File: src/rtl/mux4to1.sv
// Registered 4:1 word multiplexer with a STAGES-deep valid-tagged pipeline ending in C/c_valid.
// Optional MUX4TO1_PARITY_EN adds c_parity, the XOR of the word delivered with c_valid.
module mux4to1 #(
    parameter int WIDTH  = 4,
    parameter int STAGES = 1
) (
    input  logic             clk,
    input  logic             rst,
    input  logic             en,
    input  logic [1:0]       sel,
    input  logic [WIDTH-1:0] A,
    input  logic [WIDTH-1:0] B,
    input  logic [WIDTH-1:0] D,
    input  logic [WIDTH-1:0] E,
`ifdef MUX4TO1_PARITY_EN
    output logic             c_parity,
`endif
    output logic [WIDTH-1:0] C,
    output logic             c_valid
);

    // Handshake: a word is accepted on every rising clk where en=1 and rst=0; it is
    // delivered exactly once, in order, as a one-cycle c_valid pulse. There is no back-pressure.

    generate
        if (STAGES < 1 || STAGES > 4) begin : g_bad_stages
            $error("mux4to1: STAGES must be in 1..4");
        end
    endgenerate

    logic [WIDTH-1:0] sel_word;
    logic [WIDTH-1:0] last_d;
    logic             last_v;

    always_comb begin
        sel_word = A;
        case (sel)
            2'b00:   sel_word = A;
            2'b01:   sel_word = B;
            2'b10:   sel_word = D;
            default: sel_word = E;
        endcase
    end

    // The output register is the final stage, so only STAGES-1 stages sit in front of it.
    generate
        if (STAGES == 1) begin : g_direct
            assign last_d = sel_word;
            assign last_v = en;
        end else begin : g_pipe
            logic [WIDTH-1:0] pipe_d [STAGES-1];
            logic [STAGES-2:0] pipe_v;

            always_ff @(posedge clk) begin
                if (rst) begin
                    for (int k = 0; k < STAGES - 1; k++) begin
                        pipe_d[k] <= '0;
                    end
                    pipe_v <= '0;
                end else begin
                    pipe_v[0] <= en;
                    if (en) begin
                        pipe_d[0] <= sel_word;
                    end
                    for (int k = 1; k < STAGES - 1; k++) begin
                        pipe_d[k] <= pipe_d[k-1];
                        pipe_v[k] <= pipe_v[k-1];
                    end
                end
            end

            assign last_d = pipe_d[STAGES-2];
            assign last_v = pipe_v[STAGES-2];
        end
    endgenerate

    // C holds between deliveries so it always shows the most recent delivered word.
    always_ff @(posedge clk) begin
        if (rst) begin
            C       <= '0;
            c_valid <= 1'b0;
        end else begin
            c_valid <= last_v;
            if (last_v) begin
                C <= last_d;
            end
        end
    end

`ifdef MUX4TO1_PARITY_EN
    always_ff @(posedge clk) begin
        if (rst) begin
            c_parity <= 1'b0;
        end else if (last_v) begin
            c_parity <= ^last_d;
        end
    end
`endif

endmodule

File: config.mk
export PLATFORM = sky130hd
export DESIGN_NAME = mux4to1
export DESIGN_NICKNAME = d
export VERILOG_FILES = /design/src/rtl/mux4to1.sv
export SDC_FILE = /design/constraint.sdc
export NUM_CORES = 1
export LEC_CHECK = 0
export CORE_AREA = 10 10 47 49
export CTS_BUF_LIST = sky130_fd_sc_hd__clkbuf_2 sky130_fd_sc_hd__clkbuf_4 sky130_fd_sc_hd__clkbuf_8
export CTS_CLUSTER_DIAMETER = 100
export DETAILED_ROUTE_END_ITERATION = 7
export DIE_AREA = 0 0 57 59
export GPL_TIMING_DRIVEN = 0
export PLACE_DENSITY = 0.7
export RECOVER_POWER = 100
export SETUP_SLACK_MARGIN = 0.5
export SYNTH_ARGS = -nofsm -noshare
export SYNTH_HDL_FRONTEND = slang
export SYNTH_SLANG_ARGS = --single-unit
export TNS_END_PERCENT = 20
File: constraint.sdc
create_clock -name clk -period 1.1 [get_ports clk]
set_clock_uncertainty 0.2 [all_clocks]
set_input_delay 0.275 -clock clk [delete_from_list [all_inputs] [get_ports clk]]
set_output_delay 0.275 -clock clk [all_outputs]
set_load 0.005 [all_outputs]
==> flow_summary_export.csv, run 1 <==
group,metric,value,unit
run_status,outcome,"finished, violations left",
run_status,violations,"setup timing",
power_and_ir_drop,p_per_area,972,mW/mm^2
power_and_ir_drop,p_clk_share,39.5,%
power_and_ir_drop,p_comb_share,25.3,%
placed_design,portBuffers,24,
power_and_ir_drop,switching_power,123,uW
critical_path,worstPathRequired,0.62,ns
logic_synthesis,synth-seq-cells,5,
timing,max_freq,0.881,GHz
power_and_ir_drop,sequentialPowerShare,35.2,%
floorplan,core,0.00140,mm^2
critical_path,cp-end-kind,"primary output",
detailed_routing,num_vias,301,
global_routing,overflow,0,
clocking,clock_latency,0.24,ns
layout,multi_input_area,211,um^2
clocking,cts_tree,"built",
detailed_routing,drc,0,
timing,timing.final.hold_violations,0,
clocking,h-tree-depth,1,
job,drv_cap,0,
logic_synthesis,synth_top_area_cell,"dfxtp_1",
global_routing,grt_max_degree,9,
timing,fin_ws,-0.0351,ns
critical_path,worstPathArrival,0.66,ns
layout,drive_above_1_share,49.1,%
power_and_ir_drop,sw_frac_of_total,21.3,%
logic_synthesis,synth_cell_types,9,
layout,fill_cells,148,
timing,slew-limit-headroom,84.3,%
floorplan,placementRows,14,
floorplan,initial_utilization,20.4,%
critical_path,crit_slowest_cell,"dfxtp_2",
layout,regArea,105,um^2
global_routing,antenna_found_initial,0,
detailed_routing,drt-total-wl,1030,um
floorplan,num_io_pins,26,
logic_synthesis,postSynthAreaPerCell,11.5,um^2
clocking,cts.sinks,5,
critical_path,path_delay_family,"flip-flops",
detailed_routing,vias_per_cell,4.36,
critical_path,cpPeakStageDelay,0.31,ns
logic_synthesis,syn_inst,25,
timing,fin_crit_sh,103,%
layout,layoutNonFillerInstCount,69,
global_routing,track_usage,6.30,%
logic_synthesis,ys_seq_area_share,34.9,%
power_and_ir_drop,internal_power,456,uW
clocking,numCtsBuffers,3,
placed_design,gp_congestion,0.674,
floorplan,dieArea,0.00336,mm^2
layout,area_delta_synth_final,108,%
critical_path,path_class,"reg2out",
timing,grt_setup_unrepaired,"true",
min_path,hold_class,"in2reg",
floorplan,die_w,57,um
critical_path,path_max_fanout,2,
clocking,ctsLongestPathBuffers,2,
timing,slew_violations,0,
logic_synthesis,syn-num-nets,46,
power_and_ir_drop,p_total,579,uW
layout,antennaDiodeCount,0,
logic_synthesis,netlist_top_cells_area,"dfxtp_1 35%, mux2i_1 28%, or3b_2 12%",
logic_synthesis,synth.cell_area,287,um^2
critical_path,cp_cell_sequence,"buf_2",
detailed_routing,firstDrtPassIters,2,
global_routing,grt_pass1_wl,1630,um
detailed_routing,ant_nets,0,
floorplan,die_h,59,um
clocking,clk_pin_slew,0.04,ns
timing,tns,-0.139,ns
critical_path,cp_num_buf_inv,1,
critical_path,cp-start-kind,"register",
timing,period_minus_slack,1.14,ns
detailed_routing,drt_iter0_markers,1,
layout,fin_util,42.5,%
clocking,clock-root-buffer,"clkbuf_4",
placed_design,dp_cells,65,
power_and_ir_drop,p_leak,0.303,nW
timing,setup_viol,5,
power_and_ir_drop,ir_drop,0.000586,V
timing,tightest_slew,0.235,ns
global_routing,grt_pass1_vias,366,
logic_synthesis,synth_top_cell_area_share,34.9,%
layout,nNetsFinal,75,
logic_synthesis,yosys_warnings,0,
detailed_routing,wire_per_inst,14.9,um
cell usage in the layout (no fill, tap or decap):
cell,netlist,layout
or3b_4,1,5
dfxtp_1,5,1
dfxtp_2,0,4
buf_2,1,4
o221ai_2,1,3
dlygate4sd2_1,0,8
clkbuf_4,0,4
buf_6,0,3
o221ai_1,3,1
clkdlybuf4s50_1,0,4
buf_4,0,2
nor2b_4,0,1
nand3b_1,1,1
dlymetal6s2s_1,0,4
mux2i_1,8,8
metal layers:
metal	share of wire, %	wire (um)	GRT usage (%)
met5	0	0	0
met4	0	0	4.03
met3	12	123	3.00
met2	42	437	9.30
met1	45	468	7.10
cell usage after synthesis:
| cell type | instances |
|---|---|
| nor2b_1 | 1 |
| buf_2 | 1 |
| mux2i_1 | 8 |
| dfxtp_1 | 5 |
| o221ai_2 | 1 |
| or3b_2 | 4 |
| nand3b_1 | 1 |
| o221ai_1 | 3 |
| or3b_4 | 1 |
layout make-up:
class,instances,share of cell area (%)
buffer,1,1.26
clock buffer,4,5.04
multi-input combinational,19,35.5
sequential,5,17.6
tap,16,3.36
timing repair buffer,24,37.2
state kept, by name (all words and copies together) (netlist names):
register and cells:
C 4, c_valid 1
metrics by stage:
step / instance area, um^2 / hold slack (ns) / setup slack [ns]
floorplan: 293 / 0.147 / 0.00599
global placement: 553 / 0.435 / -0.618
detailed placement: 553 / 0.435 / -0.656
CTS: 577 / 0.0107 / -0.0522
global route: 596 / 0.0152 / -0.0636
finish: 596 / 0.0243 / -0.0351
worst paths after layout:
path / startpoint / endpoint / slack [ns] / cells after the start
min: rst / c_valid / 0.02 / 2
max reg2reg: C[2] / C[2] / 0.06 / 2
min reg2reg: C[3] / C[3] / 0.45 / 2
max: C[1] / C[1] / -0.04 / 1
power by group through the flow:
stage	clock [mW]	sequential [mW]	combinational, mW
2_1_floorplan	0	0.206	0.0489
3_3_place_gp	0	0.204	0.156
3_5_place_dp	0	0.205	0.158
4_1_cts	0.244	0.203	0.148
5_1_grt	0.255	0.205	0.160
6_report	0.229	0.204	0.146
logic make-up after synthesis:
group	share of synthesized area, %
buf+inv	1.75
flops	34.9
mux	27.9
compound gates	14.4
simple gates	21.0
repair_timing:
item	in CTS	in global routing
hold endpoints to repair	0	0
setup buffers	0	0
endpoints found under the setup margin	10	10
pin swaps	4	1
gates resized for setup	52	7
hold buffers	0	0
Note: power is estimated with default switching activity, not from simulation.
==> inputs of run 2 (changes only) <==
--- a/config.mk
+++ b/config.mk
@@ -5,6 +5,7 @@
 export SDC_FILE = /design/constraint.sdc
 export NUM_CORES = 1
 export LEC_CHECK = 0
+export ABC_CLOCK_PERIOD_IN_PS = 1100
 export CORE_AREA = 10 10 47 49
 export CTS_BUF_LIST = sky130_fd_sc_hd__clkbuf_2 sky130_fd_sc_hd__clkbuf_4 sky130_fd_sc_hd__clkbuf_8
 export CTS_CLUSTER_DIAMETER = 100
==> results of run 2 <==
No change in the layout: final DEF, timing and power equal those of run 1.
